[src/rtl/mdr_pkg.sv]
// Shared state encodings and read-format size codes for the MDR unit.
package mdr_pkg;

  typedef enum logic [1:0] {
    ST_IDLE    = 2'd0,
    ST_RD_WAIT = 2'd1,
    ST_WR_WAIT = 2'd2
  } mdr_state_t;

  localparam logic [1:0] SZ_WORD     = 2'b00;
  localparam logic [1:0] SZ_HALF     = 2'b01;
  localparam logic [1:0] SZ_BYTE     = 2'b10;
  localparam logic [1:0] SZ_WORD_ALT = 2'b11;

endpackage

[src/rtl/mdr_extend.sv]
// Combinational read-data formatter: selects word/half/byte and sign- or zero-extends.
module mdr_extend
  import mdr_pkg::*;
#(
  parameter int DATA_W = 32
) (
  input  logic [DATA_W-1:0] data,
  input  logic [1:0]        size,
  input  logic              sign_ext,
  output logic [DATA_W-1:0] result
);

  logic [DATA_W-1:0] half_val;
  logic [DATA_W-1:0] byte_val;

  // Fill with the extension bit first, then overlay the selected low field.
  always_comb begin
    half_val       = {DATA_W{sign_ext & data[15]}};
    half_val[15:0] = data[15:0];
    byte_val       = {DATA_W{sign_ext & data[7]}};
    byte_val[7:0]  = data[7:0];
    case (size)
      SZ_HALF: result = half_val;
      SZ_BYTE: result = byte_val;
      default: result = data;
    endcase
  end

endmodule

[src/rtl/mdr_unit.sv]
// Memory Data Register with req/ack memory handshake FSM and size-formatted reads.
// Optional MDR_TIMEOUT_EN adds a per-transaction wait counter and sticky timeout flag.
module mdr_unit
  import mdr_pkg::*;
#(
  parameter int DATA_W = 32,
  parameter int TO_CYC = 15
) (
  input  logic              clk,
  input  logic              clr,
  input  logic [DATA_W-1:0] BusMuxOut,
  input  logic              MDRin,
  input  logic              rd_start,
  input  logic              wr_start,
  input  logic [1:0]        ld_size,
  input  logic              ld_signed,
  input  logic [DATA_W-1:0] mem_rdata,
  input  logic              mem_ack,
  output logic [DATA_W-1:0] q,
  output logic              mem_req,
  output logic              mem_we,
  output logic [DATA_W-1:0] mem_wdata,
  output logic              busy,
  output logic              done,
  output logic              timeout_err
);

  mdr_state_t        state, state_next;
  logic [1:0]        size_q;
  logic              signed_q;
  logic [DATA_W-1:0] fmt_data;
  logic              waiting;
  logic              timeout_hit;

  assign waiting = (state != ST_IDLE);

  mdr_extend #(.DATA_W(DATA_W)) u_extend (
    .data    (mem_rdata),
    .size    (size_q),
    .sign_ext(signed_q),
    .result  (fmt_data)
  );

`ifdef MDR_TIMEOUT_EN
  logic [7:0] wait_cnt;

  // Counter sits at zero in IDLE so each transaction starts counting fresh.
  always_ff @(posedge clk) begin
    if (clr)           wait_cnt <= '0;
    else if (!waiting) wait_cnt <= '0;
    else               wait_cnt <= wait_cnt + 8'd1;
  end

  assign timeout_hit = waiting && (wait_cnt == 8'(TO_CYC - 1)) && !mem_ack;

  always_ff @(posedge clk) begin
    if (clr)              timeout_err <= 1'b0;
    else if (timeout_hit) timeout_err <= 1'b1;
  end
`else
  assign timeout_hit = 1'b0;
  assign timeout_err = 1'b0;
`endif

  always_ff @(posedge clk) begin
    if (clr) state <= ST_IDLE;
    else     state <= state_next;
  end

  // Read has priority over write; starts are only honoured from IDLE.
  always_comb begin
    state_next = state;
    case (state)
      ST_IDLE: begin
        if (rd_start)      state_next = ST_RD_WAIT;
        else if (wr_start) state_next = ST_WR_WAIT;
      end
      ST_RD_WAIT, ST_WR_WAIT: begin
        if (mem_ack || timeout_hit) state_next = ST_IDLE;
      end
      default: state_next = ST_IDLE;
    endcase
  end

  always_comb begin
    mem_req   = waiting;
    mem_we    = (state == ST_WR_WAIT);
    busy      = waiting;
    mem_wdata = q;
  end

  always_ff @(posedge clk) begin
    if (clr) done <= 1'b0;
    else     done <= waiting && (mem_ack || timeout_hit);
  end

  // Format controls are captured at read start so they need not be held by the source.
  always_ff @(posedge clk) begin
    if (clr) begin
      size_q   <= SZ_WORD;
      signed_q <= 1'b0;
    end else if (state == ST_IDLE && rd_start) begin
      size_q   <= ld_size;
      signed_q <= ld_signed;
    end
  end

  always_ff @(posedge clk) begin
    if (clr)
      q <= '0;
    else if (state == ST_IDLE && !rd_start && !wr_start && MDRin)
      q <= BusMuxOut;
    else if (state == ST_RD_WAIT && mem_ack)
      q <= fmt_data;
  end

endmodule

[config.mk]
export PLATFORM = sky130hd
export DESIGN_NAME = mdr_unit
export DESIGN_NICKNAME = d
export VERILOG_FILES = /design/src/rtl/mdr_pkg.sv /design/src/rtl/mdr_extend.sv /design/src/rtl/mdr_unit.sv
export SDC_FILE = /design/constraint.sdc
export NUM_CORES = 1
export LEC_CHECK = 0
export BUFFER_PORTS_ARGS = -buffer_cell sky130_fd_sc_hd__buf_2
export CORE_MARGIN = 10
export CORE_UTILIZATION = 35
export DETAILED_ROUTE_END_ITERATION = 16
export GPL_ROUTABILITY_DRIVEN = 0
export PLACE_DENSITY = 0.68
export SYNTH_ARGS = -nofsm -noshare
export SYNTH_HDL_FRONTEND = slang
export SYNTH_HIERARCHICAL = 1
export SYNTH_SLANG_ARGS = --single-unit
[constraint.sdc]
create_clock -name clk -period 2.2 [get_ports clk]
set_input_delay 0.44 -clock clk [delete_from_list [all_inputs] [get_ports clk]]
set_output_delay 0.44 -clock clk [all_outputs]
set_load 0.005 [all_outputs]
**Word level (Yosys, flattened, before mapping)**

Cells that the tools add are included.

- $add $sub $neg: 0
- Multiply operators: 0
- Div/mod/pow operators: 0
- Magnitude comparators: 0
- Equality and inequality tests: 6
- Shifts and indexed selects: 0
- Multiplexer cells: 7
- Bitwise gates (word level): 2
- Reductions and logical operators: 13

Operators by type and width:

| operator | count |
|---|---|
| 32-bit two-way mux | 2 |
| 32-bit one-hot mux with 2 select lines | 1 |
| 1-bit logical AND | 6 |
| 2-bit two-way mux | 3 |
| 2-bit by 1-bit == test with 1-bit output, second input constant | 2 |
| 2-bit == test, second input constant | 2 |
| 2-bit one-hot mux with 2 select lines | 1 |
| 2-bit nonzero test | 2 |
| 3-bit != test, second input constant | 1 |
| 1-bit bitwise AND | 2 |
| 1-bit zero test | 2 |
| 2-bit zero test | 1 |
| 2-bit != test, second input constant | 1 |
| 2-bit AND reduction | 1 |
| 2-bit OR reduction | 1 |

- Register bits after elaboration: 38
- Bits in latches: 0
- Bits in writable memories: 0
- Memory bits (read-only): 0
- Bits of input ports: 73
- Word-level logic and storage cells: 33
- Memories: 0

**Logic depth before layout (Yosys ltp)**

Gate-level depths: netlist (run 1).

- Depth in word-level cells: 5
- Gate-level depth with buffers: 8
- Gate-level depth less buffers: 6

**By module**

Netlist (run 1), hierarchy kept.

By module, submodules not included:

| module | instances | cells each | area each (um^2) |
|---|---|---|---|
| mdr_unit | 1 | 248 | 2254.7 |
| mdr_extend | 1 | 62 | 385.4 |

**Least setup slack after synthesis (run 1)**

No wires, ideal clock.

- Path type: register to register
- From: register size_q[0]
- To: register q[12], in the netlist mem_wdata[12]
- Data arrival time: 1.528 ns
- Data required time: 2.112 ns
- Slack: 0.584 ns
- Stages on the path, launching flop included: 9
- Path buffers: 2
- Cells stage by stage: dfxtp_1 -> inv_1 -> ha_1 -> buf_6 -> and4b_1 -> buf_2 -> a21o_1 -> nand2_1 -> a311oi_2

- Longest elaborated chain between the ends: 4
- Elaborated cells between the ends (all ways): 5
- Those cells by class: eq/ne (2); mux (3)

Ends and longest elaborated chain:

| element | line | source |
|---|---|---|
| start, declared | mdr_unit.sv:29 | `logic [1:0] size_q;` |
| start signal, assigned | mdr_unit.sv:103 | `size_q <= ld_size;` |
| 2-bit == test / 2-bit by 1-bit == test with 1-bit output (equally long branches) | mdr_extend.sv:22 | `case (size)` |
| 32-bit one-hot mux with 2 select lines (*) | mdr_extend.sv:22 |  |
| net fmt_data[12] | mdr_unit.sv:31 | `logic [DATA_W-1:0] fmt_data;` |
| 32-bit two-way mux (*) | mdr_unit.sv:113 | `else if (state == ST_RD_WAIT && mem_ack)` |
| 32-bit two-way mux (*) | mdr_unit.sv:111 | `else if (state == ST_IDLE && !rd_start && !wr_start && MDRin)` |
| end signal, assigned | mdr_unit.sv:112 | `q <= BusMuxOut;` |
| end signal, assigned | mdr_unit.sv:114 | `q <= fmt_data;` |
| end, declared | mdr_unit.sv:19 | `output logic [DATA_W-1:0] q,` |

Mark *: on every way through the listed nets, which the timed path passes. The rest lies on a longest branch. The select of a mux whose other input is x is not followed.
A chain may end at the register's enable or synchronous reset.

**Worst setup path in the final report (run 1)**

- From: register state[1]
- To: output port mem_req

- Longest elaborated chain between the ends: 1

Ends and longest elaborated chain:

| element | line | source |
|---|---|---|
| start, declared | mdr_unit.sv:28 | `mdr_state_t state, state_next;` |
| start signal, assigned | mdr_unit.sv:67 | `else state <= state_next;` |
| 2-bit nonzero test | mdr_unit.sv:35 | `assign waiting = (state != ST_IDLE);` |
| end, declared | mdr_unit.sv:20 | `output logic mem_req,` |

No other way between the ends.

==> results of run 1 <==
==> worst min-delay path: cells and delay by family <==
kind / cells / cell delay (ns)
buffers and inverters: 1 / 0.09
AOI/OAI and AO/OA: 1 / 0.05
and+or+nand+nor: 1 / 0.06
==> registers in the layout (all words and copies together) (netlist names) <==
register and flops:
signed_q 1, mem_wdata 32, size_q 2, done 1
state 2
==> power breakdown <==
group	leakage, nW	total [W]	internal [W]	switching [W]
logic	1.14	0.000530	0.000252	0.000278
registers	0.311	0.000790	0.000747	0.0000428
clock network	0.0575	0.000575	0.000317	0.000258
==> layout make-up <==
cell class                 instances  area [um2]  area share
timing repair buffer             149         793       0.252
sequential                        38         761       0.242
clock buffer                       8         110      0.0350
tap                               99         124      0.0393
multi-input combinational        200        1340       0.426
inverter                           5        18.8     0.00596
==> per-stage QoR <==
step	std cells	area [um2]
2_1_floorplan	310	2640
5_1_grt	499	3150
3_5_place_dp	491	3040
4_1_cts	499	3150
3_3_place_gp	491	3040
6_report	499	3150
==> synthesized netlist by cell type <==
cell type | number | area (um2)
a311oi_1 | 4 | 35.0
and2_1 | 1 | 6.26
nor2_1 | 4 | 15.0
clkbuf_2 | 1 | 5.00
nand2_1 | 85 | 319
buf_4 | 45 | 338
a22oi_4 | 1 | 21.3
ha_1 | 5 | 62.6
nand2b_4 | 1 | 13.8
buf_12 | 4 | 80.1
o21ai_0 | 16 | 80.1
nand2b_1 | 3 | 18.8
buf_2 | 7 | 35.0
buf_6 | 3 | 33.8
nand4bb_4 | 1 | 27.5
buf_1 | 3 | 11.3
or2_0 | 1 | 6.26
nand3_1 | 4 | 20.0
a21o_1 | 9 | 67.6
inv_1 | 5 | 18.8
clkbuf_1 | 4 | 15.0
a311oi_2 | 28 | 420
a211oi_1 | 1 | 7.51
nor3b_1 | 1 | 7.51
a21oi_1 | 5 | 25.0
dfxtp_1 | 38 | 761
and4b_1 | 1 | 10.0
conb_1 | 1 | 3.75
nor2_2 | 28 | 175
==> metal layers <==
layer,share of wire,vias to the layer above,track usage
met5,0,-,0
met4,0.0076,0,0.0242
met3,0.11,6,0.0617
met2,0.46,101,0.223
met1,0.42,1092,0.158
li1,-,1176,-
==> layout by cell type (no fill, tap or decap), drive strengths merged, types with 8 or more instances in the layout <==
cell type	synthesis	routed
buf	62	149
nand2	85	85
dfxtp	38	38
nor2	32	32
a311oi	32	32
o21ai	16	16
a21o	9	9
clkbuf	5	8
==> how the worst max path moves through the flow <==
stage / end / slack [ns] / depth (start not counted)
final: mem_req / 0.47 / 5
after global routing: mem_wdata[14] / 0.28 / 6
after CTS: mem_req / 0.45 / 5
after detailed placement: mem_wdata[13] / 0.48 / 6
after global placement: mem_wdata[12] / 0.57 / 6
after floorplan: mem_wdata[12] / 0.58 / 8
==> logic make-up (layout without fill, tap and decap cells) <==
kind of cell / Yosys count / in the layout / synth area share
adder cells (fa/ha/maj): 5 / 5 / 0.0237
AO/OA/AOI/OAI: 64 / 64 / 0.249
other: 1 / 1 / 0.00142
flip-flops: 38 / 38 / 0.288
AND/OR/NAND/NOR: 130 / 130 / 0.235
buffers and inverters: 72 / 162 / 0.203
==> results.toml, run 1 <==
[status]
status = "finished clean"

[final_layout]
fin_util = 0.432
insertedDiodeCount = 0
syn2layout_area_growth_pct = 19.3
nFillCells = 796
drive_gt1_frac = 0.540
fin_nets = 477

[hold_path]
hp-start = "ld_signed"
min_path_cells = 3
hold_class = "input pin to flop"
hold-path-endpoint = "signed_q"

[timing]
skew_ns = 0.00315
setup_tns_ns = 0
finalCritPeriodShare = 0.788
timing.fmax_ghz = 0.577
finalSetupViolCount = 0
fin_ws_ns = 0.467
slew_viol_final = 0
period_needed_ns = 1.73
holdWs_ns = 0.404
max_slew_margin = 0.639
rsz0062_at_grt = "no"
worst_pin_slew_ns = 0.541
hold_viol = 0

[global_routing]
grt_pass1_vias = 2580
grt_pass1_wl_um = 12900
grt_util_all_layers = 0.135
overflow = 0
antenna_found_initial = 1
grt_max_degree = 33

[cts]
clk-insertion-delay-late_ns = 0.29
cts_resized = 0
post_cts_buffers = 0
clk_pin_slew_ns = 0.08
cts_buffers = 5
clockRootBuffer = "clkbuf_8"
hold_buffers = 0
cts_tree = "yes"
clock_sinks = 38
cts_buffer_depth = 2
htreeDepth = 2

[pwr]
total_power_w = 0.00189
ir_drop_mv = 0.278
power_leakage_nw = 1.51
p_per_area_nw_per_um2 = 602

[logic_synthesis]
ys_seq_elements = 38
netlist_area_um2 = 2640
ys_types = 29
seq_area_frac_synth = 0.288
synth_warnings = 6
synth_area_per_cell_um2 = 8.52
syn_nets = 388
synth_cells = 310

[critical_path]
rr_endpoint = "mem_wdata[11]"
regToRegSetupSlack_ns = 0.47
critPathBufInv = 4
cp_max_fo = 9
cp_top_family = "buffers and inverters"
endpoint_kind = "output port"
start_kind = "flop"
required_ns = 1.76
slowest_delay_ns = 0.36
crit_start = "state[1]"
r2r_start = "size_q[0]"
critPathArrivalTime_ns = 1.29
rr_worst_depth = 6
cp_slowest_cell = "dfxtp_1"
worst_path_most_repeated_cell = "inv_1"
path_cells = "inv_1 -> ha_1 -> buf_4 -> inv_1 -> buf_2"
crit_type = "flop to output port"

[floorplan]
num_io_pins = 142
fp.dieW_um = 107
initial_core_util = 0.362
core_um2 = 7290
dieArea_um2 = 11400
dieHeight_um = 107
num_rows = 31

[detailed_routing]
ant_nets = 0
firstDrtPassIters = 4
dr.first_iter.drc_count = 57
wl_um = 7800
viasPerCell = 4.76
wl_per_cell_um = 15.6
vias = 2375
remaining_drc_errors = 0

[run]
max_cap_violations = 0

[place]
dp_hpwl_um = 6150
post-place-ws_ns = 0.483
portBuffers = 140
(Power assumes the default switching activity.)
==> run 2, diff against run 1 <==
--- a/config.mk
+++ b/config.mk
@@ -5,6 +5,7 @@
 export SDC_FILE = /design/constraint.sdc
 export NUM_CORES = 1
 export LEC_CHECK = 0
+export ABC_AREA = 1
 export BUFFER_PORTS_ARGS = -buffer_cell sky130_fd_sc_hd__buf_2
 export CORE_MARGIN = 10
 export CORE_UTILIZATION = 35
==> constraint.sdc (replaced) <==
create_clock -name clk -period 1.6 [get_ports clk]
set_input_delay 0.32 -clock clk [delete_from_list [all_inputs] [get_ports clk]]
set_output_delay 0.32 -clock clk [all_outputs]
set_load 0.005 [all_outputs]
==> run 2 against run 1 <==
Compared with the run above: hold slack worse by 0.11 ns; final cell count up 24%; via count up 21%; power up 45%; worst setup slack worse by 0.35 ns; count of clock-buffer cells in the layout down 1; sequential power up 41%; clock skew up 0.0017 ns; register-to-register slack worse by 0.32 ns; critical path type unchanged; critical endpoint unchanged.
==> results.toml, run 2 <==
[cts]
cts_tree = "yes"
clk_pin_slew_ns = 0.07
clockRootBuffer = "clkbuf_8"
post_cts_buffers = 0
cts_buffer_depth = 2
clk-insertion-delay-late_ns = 0.28
cts_buffers = 5
htreeDepth = 2
clock_sinks = 38

[critical_path]
critPathBufInv = 3
cp_top_family = "flip-flops"
crit_type = "flop to output port"
start_kind = "flop"
endpoint_kind = "output port"
regToRegSetupSlack_ns = 0.15
required_ns = 1.28
critPathArrivalTime_ns = 1.17
worst_path_most_repeated_cell = "inv_1"
cp_slowest_cell = "dfxtp_1"
path_cells = "inv_1 -> ha_2 -> inv_1 -> buf_2"
cp_max_fo = 5
slowest_delay_ns = 0.36

[final_layout]
drive_gt1_frac = 0.324
insertedDiodeCount = 0
fin_nets = 595
largest_reg_flops = 32
fin_cells = 617
final_cell_mix = "nand2_1 (155), buf_2 (140), inv_1 (43), dfxtp_1 (38), a21oi_1 (34)"
layout_commonest_cell = "nand2_1"
syn2layout_area_growth_pct = 21.9

[logic_synthesis]
synth_warnings = 6
synth-edff-count = 0
seq_area_frac_synth = 0.285
async_reset_ff_frac = 0
synthAdderAreaFrac = 0.0234
synth_cells = 430
synth_xor_area_frac = 0
synth.most_common_cell = "nand2_1"
synth_top_family_by_area = "simple AND/OR/NAND/NOR gates"
ys.flop_type = "dfxtp_1"
ys_seq_elements = 38
synthMuxAreaShare = 0
synth_top_area_share = 0.285
syn_nets = 508
netlist_area_um2 = 2670
yosysTopAreaCell = "dfxtp_1"
synth_commonest_cells = "nand2_1 (155), inv_1 (43), buf_4 (42)"
synthTopCellsByArea = "dfxtp_1 (28%), nand2_1 (22%), buf_4 (12%)"
synth_area_per_cell_um2 = 6.22
ys_types = 22
synth-simple-area-share = 0.386
synth_compound_area_frac = 0.0711

[detailed_routing]
remaining_drc_errors = 0
firstDrtPassIters = 4
wl_per_cell_um = 14.0
viasPerCell = 4.67
wl_um = 8660
ant_nets = 0
vias = 2880
dr.first_iter.drc_count = 87

[global_routing]
grt_pass1_vias = 2899
grt_pass1_wl_um = 13600
grt_max_degree = 33
overflow = 0
grt_util_all_layers = 0.142
antenna_found_initial = 0

[status]
status = "finished clean"

[pwr]
p_per_area_nw_per_um2 = 841
p_int_w = 0.00178
swShare = 0.351
power_frac_comb = 0.345
p_sw_w = 0.000961
total_power_w = 0.00274
ir_drop_mv = 0.465
p_seq_frac = 0.405
clkPwrFrac = 0.250
power_leakage_nw = 1.95

[run]
max_cap_violations = 0

[timing]
finalSetupViolCount = 0
skew_ns = 0.00481
slew_viol_final = 0
timing.fmax_ghz = 0.673
fin_ws_ns = 0.115
period_needed_ns = 1.49
setup_tns_ns = 0
rsz0062_at_grt = "no"
hold_viol = 0
finalCritPeriodShare = 0.928

[place]
portBuffers = 140
dp_hpwl_um = 6680
post-place-ws_ns = 0.0344
place_inst = 609

[floorplan]
dieHeight_um = 107
fp.dieW_um = 107
num_rows = 31
num_io_pins = 142
dieArea_um2 = 11500
core_um2 = 7330
initial_core_util = 0.365

[hold_path]
hold_class = "input pin to flop"
## run 2: stage by stage
| stage | area (um2) | hold WS, ns | utilization |
|---|---|---|---|
| floorplan | 2670 | 0.453 | - |
| global placement | 3140 | 0.471 | 0.429 |
| detailed placement | 3140 | 0.478 | 0.429 |
| CTS | 3230 | 0.290 | 0.441 |
| global route | 3260 | 0.322 | 0.445 |
| finish | 3260 | 0.290 | 0.445 |
## run 2: cell type report
class,count,area (um2)
Sequential cell,38,761
Clock inverter,1,5.00
Timing Repair Buffer,152,803
Clock buffer,7,86.3
Multi-Input combinational cell,276,1310
Fill cell,825,4070
Inverter,44,168
Tap cell,99,124
## run 2: worst min-delay path, cell delays in order
cell and delay [ns]:
buf_2 0.07, o21ai_0 0.07, nor2_1 0.07
## run 2: final timing paths
check | to | depth (start not counted) | start
max | mem_req | 4 | state[0]
min | size_q[1] | 3 | ld_size[1]
max reg2reg | mem_wdata[6] | 6 | state[1]
min reg2reg | state[0] | 2 | state[0]
## run 2: power groups by stage
stage	registers, W	clock network [W]	logic (W)
after detailed placement	0.00113	0	0.000933
after CTS	0.00111	0.000713	0.000937
final	0.00111	0.000686	0.000946
after floorplan	0.00113	0	0.000660
after global routing	0.00112	0.000750	0.00108
after global placement	0.00112	0	0.000926
## run 2: cells by family after synthesis
| family | Yosys count |
|---|---|
| AOI/OAI and AO/OA | 38 |
| adders and majority gates | 5 |
| buffers and inverters | 116 |
| and+or+nand+nor | 232 |
| other | 1 |
| DFF | 38 |
## run 2: per-layer routing
metal	GRT usage	share of wire	up-vias	routed length (um)
li1	-	-	1492	-
met1	0.160	0.40	1269	3500
met2	0.243	0.48	111	4190
met3	0.0533	0.097	8	839
met4	0.0458	0.014	0	125
met5	0	0	-	0
## run 2: what timing repair did
action                                  4_1_cts  5_1_grt
resized for setup                             0        5
hold buffers                                  0        0
endpoints found under the setup margin        0       36
==> run 3, diff against run 2 <==
--- a/config.mk
+++ b/config.mk
@@ -12,6 +12,7 @@
 export DETAILED_ROUTE_END_ITERATION = 16
 export GPL_ROUTABILITY_DRIVEN = 0
 export PLACE_DENSITY = 0.68
+export SETUP_SLACK_MARGIN = 0.4
 export SYNTH_ARGS = -nofsm -noshare
 export SYNTH_HDL_FRONTEND = slang
 export SYNTH_HIERARCHICAL = 1
==> run 3 against run 2 <==
Compared with the run above: critical path depth increased by 6; critical endpoint is now mem_wdata[17]; clock skew decreased by 0.0011 ns; maximum frequency increased by 2.7%; sequential share of layout area decreased by 6.3 points.
==> results.toml, run 3 (synthesis gave the netlist of run 2 again) <==
[status]
status = "finished clean"

[floorplan]
num_io_pins = 142
num_rows = 31
core_um2 = 7330
fp.dieW_um = 107
initial_core_util = 0.365
dieArea_um2 = 11500
dieHeight_um = 107

[timing]
max_slew_margin = 0.628
timing.fmax_ghz = 0.692
worst_pin_slew_ns = 0.558
slew_viol_final = 0
period_needed_ns = 1.45
hold_viol = 0
setup_tns_ns = 0
skew_ns = 0.00368
finalSetupViolCount = 0
finalCritPeriodShare = 0.903
rsz0062_at_grt = "yes"

[hold_path]
hold_class = "input pin to flop"
min_path_cells = 3

[critical_path]
critPathBufInv = 2
endpoint_kind = "flop"
rr_worst_depth = 10
required_ns = 1.83
start_kind = "flop"
crit_type = "flop to flop"
regToRegSetupSlack_ns = 0.15
cp_slowest_cell = "dfxtp_2"
slowest_delay_ns = 0.34
worst_path_most_repeated_cell = "nand2_1"
path_cells = "inv_2 -> ha_4 -> buf_12 -> nor2_4 -> nand2_4 -> nand2_2 -> nand2_1 -> nand2_1 -> nand2_1 -> a21oi_2"
cp_max_fo = 8
path_depth = 10
critPathArrivalTime_ns = 1.67
cp_top_family = "simple AND/OR/NAND/NOR gates"

[global_routing]
antenna_found_initial = 0
grt_util_all_layers = 0.177
grt_max_degree = 22
grt_pass1_wl_um = 16600
overflow = 0
grt_pass1_vias = 3297

[pwr]
ir_drop_mv = 0.470
p_per_area_nw_per_um2 = 817
p_sw_w = 0.00130
p_int_w = 0.00237
swShare = 0.354
clkPwrFrac = 0.193
p_seq_frac = 0.307
power_frac_comb = 0.499
power_leakage_nw = 2.43

[final_layout]
largest_reg_flops = 32
insertedDiodeCount = 0
layout_commonest_cell = "buf_2"
drive_gt1_frac = 0.517
fin_util = 0.613
fin_cells = 660
syn2layout_area_growth_pct = 68.1
nFillCells = 648
final_cell_mix = "buf_2 (137), nand2_1 (127), inv_1 (36), dfxtp_1 (34), nand4_1 (32)"
fin_nets = 638

[cts]
clk-insertion-delay-late_ns = 0.29
clockRootBuffer = "clkbuf_8"
cts_buffers = 5
clock_sinks = 38
clk_pin_slew_ns = 0.08
cts_buffer_depth = 2
cts_tree = "yes"
htreeDepth = 2

[run]
max_cap_violations = 0

[detailed_routing]
viasPerCell = 4.93
vias = 3254
ant_nets = 0
firstDrtPassIters = 4
dr.first_iter.drc_count = 120
wl_um = 11000
remaining_drc_errors = 0
wl_per_cell_um = 16.7

[place]
portBuffers = 140
place_inst = 611
dp_hpwl_um = 6750
[run 3: cell count changes in the layout (fill, tap and decap cells not counted), moves of 10 or more]
| cell | change |
|---|---|
| buf_6 | +17 |
| nand2_1 | -28 |
| nand2_2 | +21 |
| a21oi_2 | +17 |
| buf_16 | +11 |
| a21oi_1 | -17 |
| buf_12 | +10 |
| nand3_1 | -13 |
[run 3: power groups by stage]
stage	Clock, W	Combinational, W	Sequential [W]
finish	0.000710	0.00183	0.00113
global route	0.000768	0.00197	0.00114
CTS	0.000721	0.00158	0.00112
detailed placement	0	0.000988	0.00113
global placement	0	0.000974	0.00112
floorplan	0	0.000681	0.00113
[run 3: timing repair]
| action | in CTS | in global routing |
|---|---|---|
| hold endpoints to repair | 0 | 0 |
| setup endpoints to repair | 40 | 40 |
| hold buffers | 0 | 0 |
| buffers inserted | 22 | 3 |
| resized for setup | 84 | 68 |
| gates cloned | 14 | 2 |
| pin swaps | 19 | 32 |
[run 3: final timing paths]
path / from / end
hold reg to reg: mem_wdata[6] / mem_wdata[6]
hold / removal: ld_signed / signed_q
setup reg to reg: size_q[0] / mem_wdata[17]
setup / recovery: size_q[0] / mem_wdata[17]
[run 3: final cells by class]
| cell class | count | area, um2 | area share |
|---|---|---|---|
| clock buffer | 7 | 86.3 | 0.0192 |
| clock inverter | 1 | 5.00 | 0.00111 |
| inverter | 44 | 190 | 0.0423 |
| multi-input combinational | 277 | 1690 | 0.375 |
| sequential | 38 | 768 | 0.171 |
| tap | 99 | 124 | 0.0276 |
| timing repair buffer | 194 | 1640 | 0.364 |
[run 3: worst reg2reg max path: stages, from the launching register on]
cell     delay [ns]
dfxtp_2        0.34
inv_2          0.04
ha_4           0.24
buf_12         0.13
nor2_4         0.13
nand2_4        0.13
nand2_2        0.08
nand2_1        0.05
nand2_1        0.06
nand2_1        0.06
a21oi_2        0.12
[run 3: stage by stage]
step	hold WS, ns	area [um2]	worst slack (ns)	power, W
global route	0.285	4500	0.0392	0.00388
finish	0.279	4500	0.155	0.00367
global placement	0.472	3200	0.105	0.00210
detailed placement	0.484	3200	0.0537	0.00212
floorplan	0.453	2700	0.201	0.00181
CTS	0.256	4140	0.181	0.00342
[run 3: metal layers]
layer / vias to the layer above / part of all wire / GRT usage
met2: 126 / 0.52 / 0.328
met1: 1524 / 0.39 / 0.192
li1: 1590 / - / -
met3: 14 / 0.072 / 0.0491
met5: - / 0 / 0
met4: 0 / 0.014 / 0.0458
